**src/rtl/mc_main_ctrl_if.sv**
```systemverilog
// Control bus between the main controller and the multi-cycle datapath.
// master: the controller. It samples Op/mem_ready and drives every
//         enable and select.
// slave:  the datapath and memory side. It drives Op/mem_ready and
//         consumes the controls.
// Signals: Op, mem_ready, PCWrite, PCWriteCond, IorD, MemRead, MemWrite,
//          IRWrite, MemtoReg, RegDst, RegWrite, ALUSrcA, ALUSrcB[1:0],
//          ALUop[1:0], PCSource[1:0], instr_retire, illegal_op, state_o[3:0]
interface mc_main_ctrl_if;
    logic [5:0] Op;
    logic       mem_ready;
    logic       PCWrite;
    logic       PCWriteCond;
    logic       IorD;
    logic       MemRead;
    logic       MemWrite;
    logic       IRWrite;
    logic       MemtoReg;
    logic       RegDst;
    logic       RegWrite;
    logic       ALUSrcA;
    logic [1:0] ALUSrcB;
    logic [1:0] ALUop;
    logic [1:0] PCSource;
    logic       instr_retire;
    logic       illegal_op;
    logic [3:0] state_o;

    modport master (
        input  Op, mem_ready,
        output PCWrite, PCWriteCond, IorD, MemRead, MemWrite, IRWrite,
               MemtoReg, RegDst, RegWrite, ALUSrcA, ALUSrcB, ALUop,
               PCSource, instr_retire, illegal_op, state_o
    );

    modport slave (
        output Op, mem_ready,
        input  PCWrite, PCWriteCond, IorD, MemRead, MemWrite, IRWrite,
               MemtoReg, RegDst, RegWrite, ALUSrcA, ALUSrcB, ALUop,
               PCSource, instr_retire, illegal_op, state_o
    );
endinterface

```
**src/rtl/mc_main_ctrl.sv**
```systemverilog
// Main control FSM for the multi-cycle MIPS datapath.
// It decodes the IR opcode and steps the datapath through the fetch,
// decode, execute, memory and write-back cycles. Memory accesses wait
// on mem_ready.
// Ports:
//   clk    - system clock, rising edge
//   rst_n  - asynchronous active-low reset
//   bus    - mc_main_ctrl_if.master: Op/mem_ready in, all datapath controls,
//            instr_retire, sticky illegal_op and debug state_o out
// Parameter HALT_ON_ILLEGAL: 1 = an unsupported opcode halts until reset,
//                            0 = it retires as a NOP.
// The controls are decoded combinationally from the state register. FETCH
// and MEMWR also use mem_ready. This way a reset assertion drops every
// enable at once, without waiting for a clock edge.
module mc_main_ctrl #(
    parameter bit HALT_ON_ILLEGAL = 1'b1
) (
    input  logic           clk,
    input  logic           rst_n,
    mc_main_ctrl_if.master bus
);

    typedef enum logic [3:0] {
        S_IDLE    = 4'd0,
        S_FETCH   = 4'd1,
        S_DECODE  = 4'd2,
        S_MEMADR  = 4'd3,
        S_MEMRD   = 4'd4,
        S_MEMWB   = 4'd5,
        S_MEMWR   = 4'd6,
        S_EXEC    = 4'd7,
        S_RWB     = 4'd8,
        S_BRANCH  = 4'd9,
        S_JUMP    = 4'd10,
        S_ADDIEX  = 4'd11,
        S_ADDIWB  = 4'd12,
        S_ILLEGAL = 4'd13,
        S_HALT    = 4'd14,
        S_UNUSED  = 4'd15
    } state_t;

    localparam logic [5:0] OP_RTYPE = 6'b000000;
    localparam logic [5:0] OP_LW    = 6'b100011;
    localparam logic [5:0] OP_SW    = 6'b101011;
    localparam logic [5:0] OP_BEQ   = 6'b000100;
    localparam logic [5:0] OP_J     = 6'b000010;
    localparam logic [5:0] OP_ADDI  = 6'b001000;

    state_t     state_r;
    state_t     next_state_s;
    logic       illegal_r;

    logic       pc_write_s;
    logic       pc_write_cond_s;
    logic       iord_s;
    logic       mem_read_s;
    logic       mem_write_s;
    logic       ir_write_s;
    logic       mem_to_reg_s;
    logic       reg_dst_s;
    logic       reg_write_s;
    logic       alu_src_a_s;
    logic [1:0] alu_src_b_s;
    logic [1:0] alu_op_s;
    logic [1:0] pc_source_s;
    logic       retire_s;

    // State register.
    always_ff @(posedge clk or negedge rst_n) begin
        if (!rst_n) begin
            state_r <= S_IDLE;
        end else begin
            state_r <= next_state_s;
        end
    end

    // Sticky illegal-opcode flag. It is set on entry to ILLEGAL, so it is
    // already visible in that state. Only reset clears it.
    always_ff @(posedge clk or negedge rst_n) begin
        if (!rst_n) begin
            illegal_r <= 1'b0;
        end else if (next_state_s == S_ILLEGAL) begin
            illegal_r <= 1'b1;
        end else begin
            illegal_r <= illegal_r;
        end
    end

    // Next-state and control decode.
    always_comb begin
        next_state_s    = state_r;
        pc_write_s      = 1'b0;
        pc_write_cond_s = 1'b0;
        iord_s          = 1'b0;
        mem_read_s      = 1'b0;
        mem_write_s     = 1'b0;
        ir_write_s      = 1'b0;
        mem_to_reg_s    = 1'b0;
        reg_dst_s       = 1'b0;
        reg_write_s     = 1'b0;
        alu_src_a_s     = 1'b0;
        alu_src_b_s     = 2'b00;
        alu_op_s        = 2'b00;
        pc_source_s     = 2'b00;
        retire_s        = 1'b0;

        case (state_r)
            S_IDLE: begin
                next_state_s = S_FETCH;
            end
            S_FETCH: begin
                // PC+4 goes through the ALU. The IR and PC load only when
                // the memory delivers the instruction.
                mem_read_s  = 1'b1;
                alu_src_b_s = 2'b01;
                if (bus.mem_ready) begin
                    ir_write_s   = 1'b1;
                    pc_write_s   = 1'b1;
                    next_state_s = S_DECODE;
                end else begin
                    next_state_s = S_FETCH;
                end
            end
            S_DECODE: begin
                // Compute the branch target early so BRANCH can use ALUOut.
                alu_src_b_s = 2'b11;
                case (bus.Op)
                    OP_LW:    next_state_s = S_MEMADR;
                    OP_SW:    next_state_s = S_MEMADR;
                    OP_RTYPE: next_state_s = S_EXEC;
                    OP_BEQ:   next_state_s = S_BRANCH;
                    OP_J:     next_state_s = S_JUMP;
                    OP_ADDI:  next_state_s = S_ADDIEX;
                    default:  next_state_s = S_ILLEGAL;
                endcase
            end
            S_MEMADR: begin
                alu_src_a_s = 1'b1;
                alu_src_b_s = 2'b10;
                if (bus.Op == OP_SW) begin
                    next_state_s = S_MEMWR;
                end else begin
                    next_state_s = S_MEMRD;
                end
            end
            S_MEMRD: begin
                mem_read_s = 1'b1;
                iord_s     = 1'b1;
                if (bus.mem_ready) begin
                    next_state_s = S_MEMWB;
                end else begin
                    next_state_s = S_MEMRD;
                end
            end
            S_MEMWB: begin
                reg_write_s  = 1'b1;
                mem_to_reg_s = 1'b1;
                retire_s     = 1'b1;
                next_state_s = S_FETCH;
            end
            S_MEMWR: begin
                mem_write_s = 1'b1;
                iord_s      = 1'b1;
                if (bus.mem_ready) begin
                    retire_s     = 1'b1;
                    next_state_s = S_FETCH;
                end else begin
                    next_state_s = S_MEMWR;
                end
            end
            S_EXEC: begin
                alu_src_a_s  = 1'b1;
                alu_op_s     = 2'b10;
                next_state_s = S_RWB;
            end
            S_RWB: begin
                reg_write_s  = 1'b1;
                reg_dst_s    = 1'b1;
                retire_s     = 1'b1;
                next_state_s = S_FETCH;
            end
            S_BRANCH: begin
                alu_src_a_s     = 1'b1;
                alu_op_s        = 2'b01;
                pc_write_cond_s = 1'b1;
                pc_source_s     = 2'b01;
                retire_s        = 1'b1;
                next_state_s    = S_FETCH;
            end
            S_JUMP: begin
                pc_write_s   = 1'b1;
                pc_source_s  = 2'b10;
                retire_s     = 1'b1;
                next_state_s = S_FETCH;
            end
            S_ADDIEX: begin
                alu_src_a_s  = 1'b1;
                alu_src_b_s  = 2'b10;
                next_state_s = S_ADDIWB;
            end
            S_ADDIWB: begin
                reg_write_s  = 1'b1;
                retire_s     = 1'b1;
                next_state_s = S_FETCH;
            end
            S_ILLEGAL: begin
                if (HALT_ON_ILLEGAL) begin
                    next_state_s = S_HALT;
                end else begin
                    retire_s     = 1'b1;
                    next_state_s = S_FETCH;
                end
            end
            S_HALT: begin
                next_state_s = S_HALT;
            end
            default: begin
                next_state_s = S_IDLE;
            end
        endcase
    end

    assign bus.PCWrite      = pc_write_s;
    assign bus.PCWriteCond  = pc_write_cond_s;
    assign bus.IorD         = iord_s;
    assign bus.MemRead      = mem_read_s;
    assign bus.MemWrite     = mem_write_s;
    assign bus.IRWrite      = ir_write_s;
    assign bus.MemtoReg     = mem_to_reg_s;
    assign bus.RegDst       = reg_dst_s;
    assign bus.RegWrite     = reg_write_s;
    assign bus.ALUSrcA      = alu_src_a_s;
    assign bus.ALUSrcB      = alu_src_b_s;
    assign bus.ALUop        = alu_op_s;
    assign bus.PCSource     = pc_source_s;
    assign bus.instr_retire = retire_s;
    assign bus.illegal_op   = illegal_r;
    assign bus.state_o      = state_r;

endmodule

```
**src/flat_wrapper.sv**
```systemverilog
// flat-port wrapper written by rule: the top's interface ports become plain ports
module mc_main_ctrl_flat 
#(
    parameter bit HALT_ON_ILLEGAL = 1'b1
)
  (clk, rst_n, bus_Op, bus_mem_ready, bus_PCWrite, bus_PCWriteCond, bus_IorD, bus_MemRead, bus_MemWrite, bus_IRWrite, bus_MemtoReg, bus_RegDst, bus_RegWrite, bus_ALUSrcA, bus_ALUSrcB, bus_ALUop, bus_PCSource, bus_instr_retire, bus_illegal_op, bus_state_o);
  mc_main_ctrl_if bus_i ();
  input  logic clk;
  input  logic rst_n;
  input wire logic [$bits(bus_i.Op)-1:0] bus_Op;
  input wire logic [$bits(bus_i.mem_ready)-1:0] bus_mem_ready;
  output wire logic [$bits(bus_i.PCWrite)-1:0] bus_PCWrite;
  output wire logic [$bits(bus_i.PCWriteCond)-1:0] bus_PCWriteCond;
  output wire logic [$bits(bus_i.IorD)-1:0] bus_IorD;
  output wire logic [$bits(bus_i.MemRead)-1:0] bus_MemRead;
  output wire logic [$bits(bus_i.MemWrite)-1:0] bus_MemWrite;
  output wire logic [$bits(bus_i.IRWrite)-1:0] bus_IRWrite;
  output wire logic [$bits(bus_i.MemtoReg)-1:0] bus_MemtoReg;
  output wire logic [$bits(bus_i.RegDst)-1:0] bus_RegDst;
  output wire logic [$bits(bus_i.RegWrite)-1:0] bus_RegWrite;
  output wire logic [$bits(bus_i.ALUSrcA)-1:0] bus_ALUSrcA;
  output wire logic [$bits(bus_i.ALUSrcB)-1:0] bus_ALUSrcB;
  output wire logic [$bits(bus_i.ALUop)-1:0] bus_ALUop;
  output wire logic [$bits(bus_i.PCSource)-1:0] bus_PCSource;
  output wire logic [$bits(bus_i.instr_retire)-1:0] bus_instr_retire;
  output wire logic [$bits(bus_i.illegal_op)-1:0] bus_illegal_op;
  output wire logic [$bits(bus_i.state_o)-1:0] bus_state_o;
  assign bus_i.Op = bus_Op;
  assign bus_i.mem_ready = bus_mem_ready;
  assign bus_PCWrite = bus_i.PCWrite;
  assign bus_PCWriteCond = bus_i.PCWriteCond;
  assign bus_IorD = bus_i.IorD;
  assign bus_MemRead = bus_i.MemRead;
  assign bus_MemWrite = bus_i.MemWrite;
  assign bus_IRWrite = bus_i.IRWrite;
  assign bus_MemtoReg = bus_i.MemtoReg;
  assign bus_RegDst = bus_i.RegDst;
  assign bus_RegWrite = bus_i.RegWrite;
  assign bus_ALUSrcA = bus_i.ALUSrcA;
  assign bus_ALUSrcB = bus_i.ALUSrcB;
  assign bus_ALUop = bus_i.ALUop;
  assign bus_PCSource = bus_i.PCSource;
  assign bus_instr_retire = bus_i.instr_retire;
  assign bus_illegal_op = bus_i.illegal_op;
  assign bus_state_o = bus_i.state_o;
  mc_main_ctrl #(.HALT_ON_ILLEGAL(HALT_ON_ILLEGAL)) u_core (.clk(clk), .rst_n(rst_n), .bus(bus_i));
endmodule
```
**config.mk**
```make
export PLATFORM = sky130hd
export DESIGN_NAME = mc_main_ctrl_flat
export DESIGN_NICKNAME = d
export VERILOG_FILES = /design/src/rtl/mc_main_ctrl_if.sv /design/src/rtl/mc_main_ctrl.sv /design/src/flat_wrapper.sv
export SDC_FILE = /design/constraint.sdc
export NUM_CORES = 1
export LEC_CHECK = 0
export BUFFER_PORTS_ARGS = -buffer_cell sky130_fd_sc_hd__buf_2
export CORE_MARGIN = 2
export CORE_UTILIZATION = 39
export CTS_CLUSTER_SIZE = 8
export DETAILED_ROUTE_END_ITERATION = 7
export GPL_TIMING_DRIVEN = 0
export PLACE_DENSITY = 0.71
export SLEW_MARGIN = 5
export SYNTH_ARGS = -nofsm -noshare
export SYNTH_HDL_FRONTEND = slang
export SYNTH_SLANG_ARGS = --single-unit
```
**constraint.sdc**
```tcl
create_clock -name clk -period 1.6 [get_ports clk]
set_clock_uncertainty 0.2 [all_clocks]
set_input_delay 0.32 -clock clk [delete_from_list [all_inputs] [get_ports clk]]
set_output_delay 0.32 -clock clk [all_outputs]
set_load 0.01 [all_outputs]
```
-- After elaboration in Yosys (flattened, before gate mapping)
Cells that the tools add are included.
- input bits: 9
- logic and storage cells: 54
- flip-flop bits (word level): 5
- output and inout bits: 22
- reductions and logical operators: 11
- muxes and demuxes: 21
- eq/ne operators: 20
- operators with widths (kind ; count):
    4-bit case mux with 9 select lines ; 1
    4-bit equality test, second input constant ; 8
    4-bit case mux with 5 select lines ; 1
    4-bit by 3-bit equality test with 1-bit output, second input constant ; 4
    6-bit equality test, second input constant ; 2
    1-bit two-way mux ; 11
    2-bit OR reduction ; 5
    4-bit by 2-bit equality test with 1-bit output, second input constant ; 2
    2-bit case mux with 2 select lines ; 2
    6-bit by 2-bit equality test with 1-bit output, second input constant ; 1
    6-bit by 3-bit equality test with 1-bit output, second input constant ; 1
    6-bit by 4-bit equality test with 1-bit output, second input constant ; 1
    6-bit logical NOT ; 1
    2-bit case mux with 3 select lines ; 1
    6-bit OR reduction ; 1
    5-bit OR reduction ; 1
    4-bit by 1-bit equality test with 1-bit output, second input constant ; 1
    4-bit logical NOT ; 1
    2-bit two-way mux ; 2
    1-bit case mux with 2 select lines ; 2
    4-bit OR reduction ; 1
    3-bit two-way mux ; 1
    3-bit OR reduction ; 1

-- Logic depth before layout (Yosys ltp)
Gate-level depths: netlist of the first run.
- word-level depth: 5
- depth in mapped cells: 6
- gate-level depth less buffers: 5

-- Least setup slack after synthesis of the first run
OpenSTA, ideal clock, no wires.
- kind: register to output
- from: register u_core.state_r[1], in the netlist u_core.bus.state_o[1]
- to: output bus_ALUop[0]
- arrival: 1.295 ns
- data required time: 1.080 ns
- slack: -0.215 ns
- stages on the path, launching flop included: 6
- path buffers: 3
- cells stage by stage: dfrtp_1 -> buf_6 -> buf_2 -> nand2b_1 -> nor2_1 -> buf_4
- longest elaborated chain between the ends: 2
- elaborated cells between the ends (all ways): 3
- classes of those cells: eq/ne: 2; mux: 1
- ends and longest elaborated chain (element ; line ; source):
    start: declaration ; mc_main_ctrl.sv:49 ; state_t state_r;
    start signal: assignment ; mc_main_ctrl.sv:73 ; state_r <= next_state_s;
    4-bit equality test or 4-bit by 3-bit equality test with 1-bit output (tied branches) ; mc_main_ctrl.sv:107 ; case (state_r)
    2-bit case mux with 2 select lines (*) ; mc_main_ctrl.sv:107 ;
    end: declaration ; flat_wrapper.sv:23 ; output wire logic [$bits(bus_i.ALUop)-1:0] bus_ALUop;
Every way passes the cells marked *; elsewhere a longest branch is shown, timed or not.

-- Final worst setup path of the first run
- from: register u_core.state_r[0], in the netlist u_core.bus.state_o[0]
- to: register u_core.illegal_r, in the netlist u_core.bus.illegal_op
- longest elaborated chain between the ends: 4
- elaborated cells between the ends (all ways): 19
- classes of those cells: eq/ne: 15; mux: 1; reduce/logical: 3
- ends and longest elaborated chain (element ; line ; source):
    4-bit by 3-bit equality test with 1-bit output, or another cell as far along ; mc_main_ctrl.sv:107 ;
    6-bit OR reduction (no line) or 2-bit OR reduction (tied branches) ; - ;
    4-bit case mux with 9 select lines (*) ; mc_main_ctrl.sv:107 ;
    via u_core.next_state_s[2] ; mc_main_ctrl.sv:50 ; state_t next_state_s;
    4-bit equality test (*) ; mc_main_ctrl.sv:82 ; end else if (next_state_s == S_ILLEGAL) begin
    end signal: assignment ; mc_main_ctrl.sv:85 ; illegal_r <= illegal_r;
    end: declaration ; mc_main_ctrl.sv:51 ; logic illegal_r;
Mark *: on every way through the listed nets, which the timed path passes. The rest lies on a longest branch.
A chain may end at the register's enable or synchronous reset.

==> impl_results.md, run 1 <==
- CTS H-Tree Depth: 1
- Min-delay worst type: in2async
- Latest clock arrival within the worst-skew pair: 0.26 ns
- Vias in the first global route: 730
- Clk sinks: 5
- Status: complete, but fails checks
- Synth Instances: 79
- RSZ-0062 raised after global routing: true
- DR top layer: met4
- Tmin final: 1.95 ns
- Seq pwr share: 9.9%
- CTS tree: yes
- Detailed-router iteration count before antenna repair: 4
- F_max: 513 MHz
- Flop2flop setup slack: -0.35 ns
- Fin. max-slew vios: 0
- Root Buffer: clkbuf_4
- Critical path class: reg2reg
- Worst r2r dst: u_core.bus.illegal_op
- Routed wl met2: 1.15 mm
- DRC: 0
- Final WS setup: -0.348 ns
- Post-DR vias/cell: 5.60
- Area growth from synthesis to layout: 91.9%
- Antenna cell count: 0
- Setup TNS: -4.81 ns
- Worst-margin pin slew: 0.426 ns
- Multi-input logic area: 536 sq um
- Clk pwr share: 6.5%
- Worst reg-to-reg path cell count: 8
- Required time worst endpoint: 1.53 ns
- Top_reg_cell synth: dfrtp_1
- Ratio of cells with drive above 1 in the final layout: 64.3%
- Number of synthesized flops with an enable pin: 0
- Largest net degree at the start of global routing: 11
- Gpl congestion: 0.792
- Num CTS Buffers: 3
- Fin crit share: 122%
- Hpwl dp: 1.19 mm
- CP delay by family, top: compound AO/OA/AOI/OAI gates
- Slowest CP cell: dfrtp_1
- Relative slew slack: 71.3%
- Synth unique cells: 35
- Area leader, netlist: dfrtp_1
- Syn avg cell area: 7.63 sq um
- Combinational power share: 83.6%
- First-pass GRT wire length: 3.19 mm
- Synth async-reset ratio: 100%
- Non-filler cells, final: 145
- CP Buf/Inv Count: 3
- Placed standard-cell area: 850 sq um
- Synth top area share: 20.7%
- # IOs: 31
- Max cap viols: 0
- Crit-path cells: buf_6 -> nor2b_4 -> buf_4 -> buf_6 -> o21ai_2 -> a31oi_1 -> a41o_1 -> a41o_1
- Initial antenna violation count: 0
- Core Area: 0.00147 sq mm
- Met3 routed WL: 135 microns
- FF/Latch Area: 126 sq um
- Largest buffer count on any clock path: 2
- Max IR drop VDD: 1.16 mV
- Hold_ws: 0.203 ns
- Syn Nets: 88
- Wirelength per Cell: 14.7 microns
- Nature of the critical path endpoint: flip-flop
- Max stage delay on crit path: 0.38 ns
- Port bufs: 30
- Leading cell type by number of instances after synthesis: nor2_1
- Crit path max fanout: 6
- Initial DRC Count: 14
- Total GRT Usage: 22.3%
- Net Sw Power: 1.11 mW
- Tot Pwr: 2.41 mW
- Final core occ: 78.7%
- Placed Cells incl. Taps: 125
- Std cell rows: 14
- Synth top area cells: dfrtp_1, nor2_1, nand2b_1
- FF+latch count, synth: 5
- Switching share of power: 46.0%
- Die area: 0.00188 sq mm
- Register area share after synthesis: 20.7%
- Metal1 wirelength: 796 microns
- Fin. Hold Viols: 0
- Post-Route WL: 2.13 mm
- Nets: 139
- FF-to-FF Start: u_core.bus.state_o[0]
- Filler cells: 97
- Yosys warns: 0
- Die Ht: 43.3 microns
- Crit path DAT: 1.88 ns
- Failing checks: setup timing
- Mapped cell area: 603 sq um
- P_leak: 0.563 nW
- Startpoint class of the critical path: flip-flop
- Via count: 812
- Clk slew on worst S/H paths: 0.05 ns
- Power Internal: 1.30 mW
- Final Setup Violations: 22
- Initial core utilization: 41.0%
- Pwr Density: 2080 mW/mm^2
- Overflow left after global routing: 0
- Worst slack at placement: -0.154 ns
- Die width: 43.3 microns
- Post-synth top cells: nor2_1, nand2b_1, o21ai_0
- Post-route ant nets: 0
- Final instance area: 0.00116 sq mm
-- per-layer routing --
layer  track usage [%]  vias to the layer above
li1                  -                      389
met5                 0                        -
met1              26.2                      372
met2              40.6                       44
met4              4.85                        0
met3              5.53                        7
-- layout by cell type, fill, tap and decap left out, types with 3 or more instances in the layout --
cell       n
buf_2     27
buf_6     12
buf_4      9
nor2_1     8
nand2b_4   4
nand2_1    4
dfrtp_1    4
nor2_4     3
nor2b_4    3
inv_1      3
o21ai_1    3
clkbuf_4   3
buf_12     3
-- power by group through the flow --
stage,registers [mW],clock network (mW),logic (mW)
final,0.239,0.156,2.01
after global routing,0.249,0.164,2.14
after CTS,0.238,0.150,1.78
after detailed placement,0.232,0,1.36
after global placement,0.232,0,1.35
after floorplan,0.260,0,0.958
-- layout make-up --
| type | count | share of cell area (%) |
|---|---|---|
| well taps | 16 | 1.73 |
| inverters | 3 | 0.973 |
| flip-flops and latches | 5 | 10.9 |
| repair buffers | 46 | 29.4 |
| plain buffers | 8 | 8.43 |
| multi-input cells | 63 | 46.3 |
| clock buffers | 4 | 2.27 |
-- worst max-delay path by stage --
stage | from | cells past startpoint | to | slack [ns]
final | u_core.bus.state_o[0] | 8 | u_core.bus.illegal_op | -0.35
after floorplan | u_core.bus.state_o[0] | 5 | bus_RegWrite | -0.04
after global routing | u_core.bus.state_o[1] | 6 | bus_PCWrite | -0.37
after detailed placement | bus_Op[2] | 6 | u_core.bus.illegal_op | -0.15
after CTS | u_core.bus.state_o[1] | 6 | bus_PCSource[0] | -0.29
after global placement | bus_Op[2] | 6 | u_core.bus.illegal_op | -0.15
-- state kept, by name (all words and copies together) (netlist names) --
signal	cells
u_core.bus.state_o	4
u_core.bus.illegal_op	1
-- cell families after synthesis --
kind of cell	Yosys count	synth area share, %
simple gates	37	35.7
compound gates	24	29.3
buf+inv	11	11.4
flops	5	20.7
xor+xnor	2	2.91
-- what timing repair did --
| action | in CTS | in global routing |
|---|---|---|
| resized for setup | 18 | 13 |
| cloned | 1 | 0 |
| hold buffers | 1 | 0 |
| pin swaps | 5 | 8 |
| buffers inserted | 11 | 4 |
| hold endpoints to repair | 5 | 0 |
| endpoints found under the setup margin | 18 | 21 |
Note: power is estimated with default switching activity, not from simulation.
==> run 2, diff against run 1 <==
--- a/config.mk
+++ b/config.mk
@@ -8,10 +8,10 @@
 export BUFFER_PORTS_ARGS = -buffer_cell sky130_fd_sc_hd__buf_2
 export CORE_MARGIN = 2
 export CORE_UTILIZATION = 39
-export CTS_CLUSTER_SIZE = 8
 export DETAILED_ROUTE_END_ITERATION = 7
 export GPL_TIMING_DRIVEN = 0
 export PLACE_DENSITY = 0.71
+export SETUP_SLACK_MARGIN = 0.4
 export SLEW_MARGIN = 5
 export SYNTH_ARGS = -nofsm -noshare
 export SYNTH_HDL_FRONTEND = slang
==> run 2 against run 1 <==
Compared with the run above:
- sequential share of layout area shrank 1.3 points
- clock power is essentially flat
- non-clock buffer count grew 6
- first-iteration DRC count grew to 3.4 times the previous value
- final area grew 13%
- flip-flop and latch count is the same
- the run still ends with setup timing left
- wire length grew 39%
- total power grew 21%
- sequential power grew 7%
- hold slack gained 0.0066 ns
- critical path depth shrank 3
- largest cell class unchanged
- final cell count grew 4.1%
==> impl_results.md, run 2 (synthesis gave the netlist of run 1 again) <==
- Status: complete, but fails checks
- Failing checks: setup timing
- Fin. max-slew vios: 0
- Non-filler cells, final: 151
- Setup TNS: -5.70 ns
- Largest buffer count on any clock path: 2
- Final Setup Violations: 21
- Max cap viols: 0
- P_leak: 0.608 nW
- Crit-path cells: buf_6 -> buf_12 -> xnor2_4 -> nor3_2 -> buf_2
- Max IR drop VDD: 1.33 mV
- Vias in the first global route: 785
- Worst-margin pin slew: 0.503 ns
- Largest register FFs: 4
- CP Buf/Inv Count: 3
- Worst slack at placement: -0.175 ns
- Detailed-router iteration count before antenna repair: 5
- RSZ-0062 raised after global routing: true
- Post-DR vias/cell: 5.98
- Antenna cell count: 0
- Min-delay worst type: in2async
- Root Buffer: clkbuf_4
- Nets: 145
- Commonest non-fill, non-tap cells in the layout: buf_6, buf_2, buf_4
- Wirelength per Cell: 19.7 microns
- Gpl congestion: 0.846
- Crit path max fanout: 7
- Clk sinks: 5
- Post-route ant nets: 0
- Initial antenna violation count: 0
- Die Ht: 43.3 microns
- Clk slew on worst S/H paths: 0.05 ns
- Max stage delay on crit path: 0.38 ns
- Filler cells: 65
- Post-Route WL: 2.97 mm
- Die area: 0.00188 sq mm
- Worst reg-to-reg path cell count: 7
- CTS tree: yes
- Std cell rows: 14
- Crit path DAT: 1.44 ns
- Area growth from synthesis to layout: 117%
- Pwr Density: 2230 mW/mm^2
- Tmin final: 1.96 ns
- Port bufs: 30
- Levels on crit path: 5
- DRC: 0
- F_max: 509 MHz
- Initial core utilization: 41.0%
- Tot Pwr: 2.91 mW
- Ratio of cells with drive above 1 in the final layout: 71.9%
- Final WS setup: -0.363 ns
- Critical path class: reg2out
- Required time worst endpoint: 1.08 ns
- Total GRT Usage: 24.7%
- Largest net degree at the start of global routing: 11
- Latest clock arrival within the worst-skew pair: 0.26 ns
- CTS H-Tree Depth: 1
- Startpoint class of the critical path: flip-flop
- Via count: 903
- CP delay by family, top: buffers and inverters
- Overflow left after global routing: 0
- Relative slew slack: 66.1%
- # IOs: 31
- Fin. Hold Viols: 0
- Num CTS Buffers: 3
- Slowest CP cell: dfrtp_1
- Nature of the critical path endpoint: primary output
- Placed Cells incl. Taps: 125
- First-pass GRT wire length: 3.50 mm
- Core Area: 0.00147 sq mm
- Hpwl dp: 1.26 mm
- Fin crit share: 123%
- Die width: 43.3 microns
- Initial DRC Count: 48
-- run 2: through the flow --
step	utilization, %	instance area [sq um]	hold WS, ns
floorplan	-	744	-0.176
detailed placement	62.2	915	-0.0632
global placement	62.2	915	-0.0660
CTS	79.8	1170	0.217
finish	88.9	1310	0.210
global route	88.9	1310	0.222
-- run 2: cell type report --
type | instances | area [sq um] | area share, %
multi-input combinational | 63 | 596 | 45.6
clock buffer | 4 | 26.3 | 2.01
inverter | 3 | 11.3 | 0.861
buffer | 8 | 103 | 7.85
sequential | 5 | 126 | 9.67
tap | 16 | 20.0 | 1.53
timing repair buffer | 52 | 425 | 32.5
-- run 2: path summary, 6_finish.rpt --
path	startpoint	to	slack, ns
worst max-delay path	u_core.bus.state_o[0]	bus_MemRead	-0.36
worst min-delay path	rst_n	u_core.bus.state_o[3]	0.21
worst max register to register	u_core.bus.state_o[0]	u_core.bus.illegal_op	-0.33
worst min register to register	u_core.bus.illegal_op	u_core.bus.illegal_op	0.35
max in group asynchronous	rst_n	u_core.bus.state_o[3]	0.84
min in group clk	bus_Op[4]	u_core.bus.state_o[3]	0.23
-- run 2: timing repair --
action                     CTS  global route
setup endpoints to repair   27            27
gates cloned                 1             0
pin swaps                    9            13
hold endpoints to repair     5             0
gates resized for setup     19            19
hold buffers                 1             0
buffers inserted            15             5
-- run 2: worst reg2reg max path: stages (launching register included) --
cell	delay, ns
dfrtp_1	0.38
buf_6	0.15
nor2b_4	0.15
buf_6	0.12
o211ai_4	0.19
nand2_1	0.12
a311oi_2	0.34
a41o_1	0.21
-- run 2: routing by layer --
| metal | share of wire [%] | wire, microns | GRT usage [%] |
|---|---|---|---|
| met3 | 7.0 | 207 | 5.11 |
| met1 | 37 | 1110 | 29.2 |
| met5 | 0 | 0 | 0 |
| met2 | 53 | 1570 | 43.0 |
| met4 | 2.9 | 85 | 10.3 |
-- run 2: report_power, final --
group          leakage, nW  total (mW)  switching (mW)  internal, mW
Sequential          0.0590       0.256          0.0675         0.189
Combinational        0.534        2.51            1.24          1.27
Clock               0.0150       0.153          0.0586        0.0947
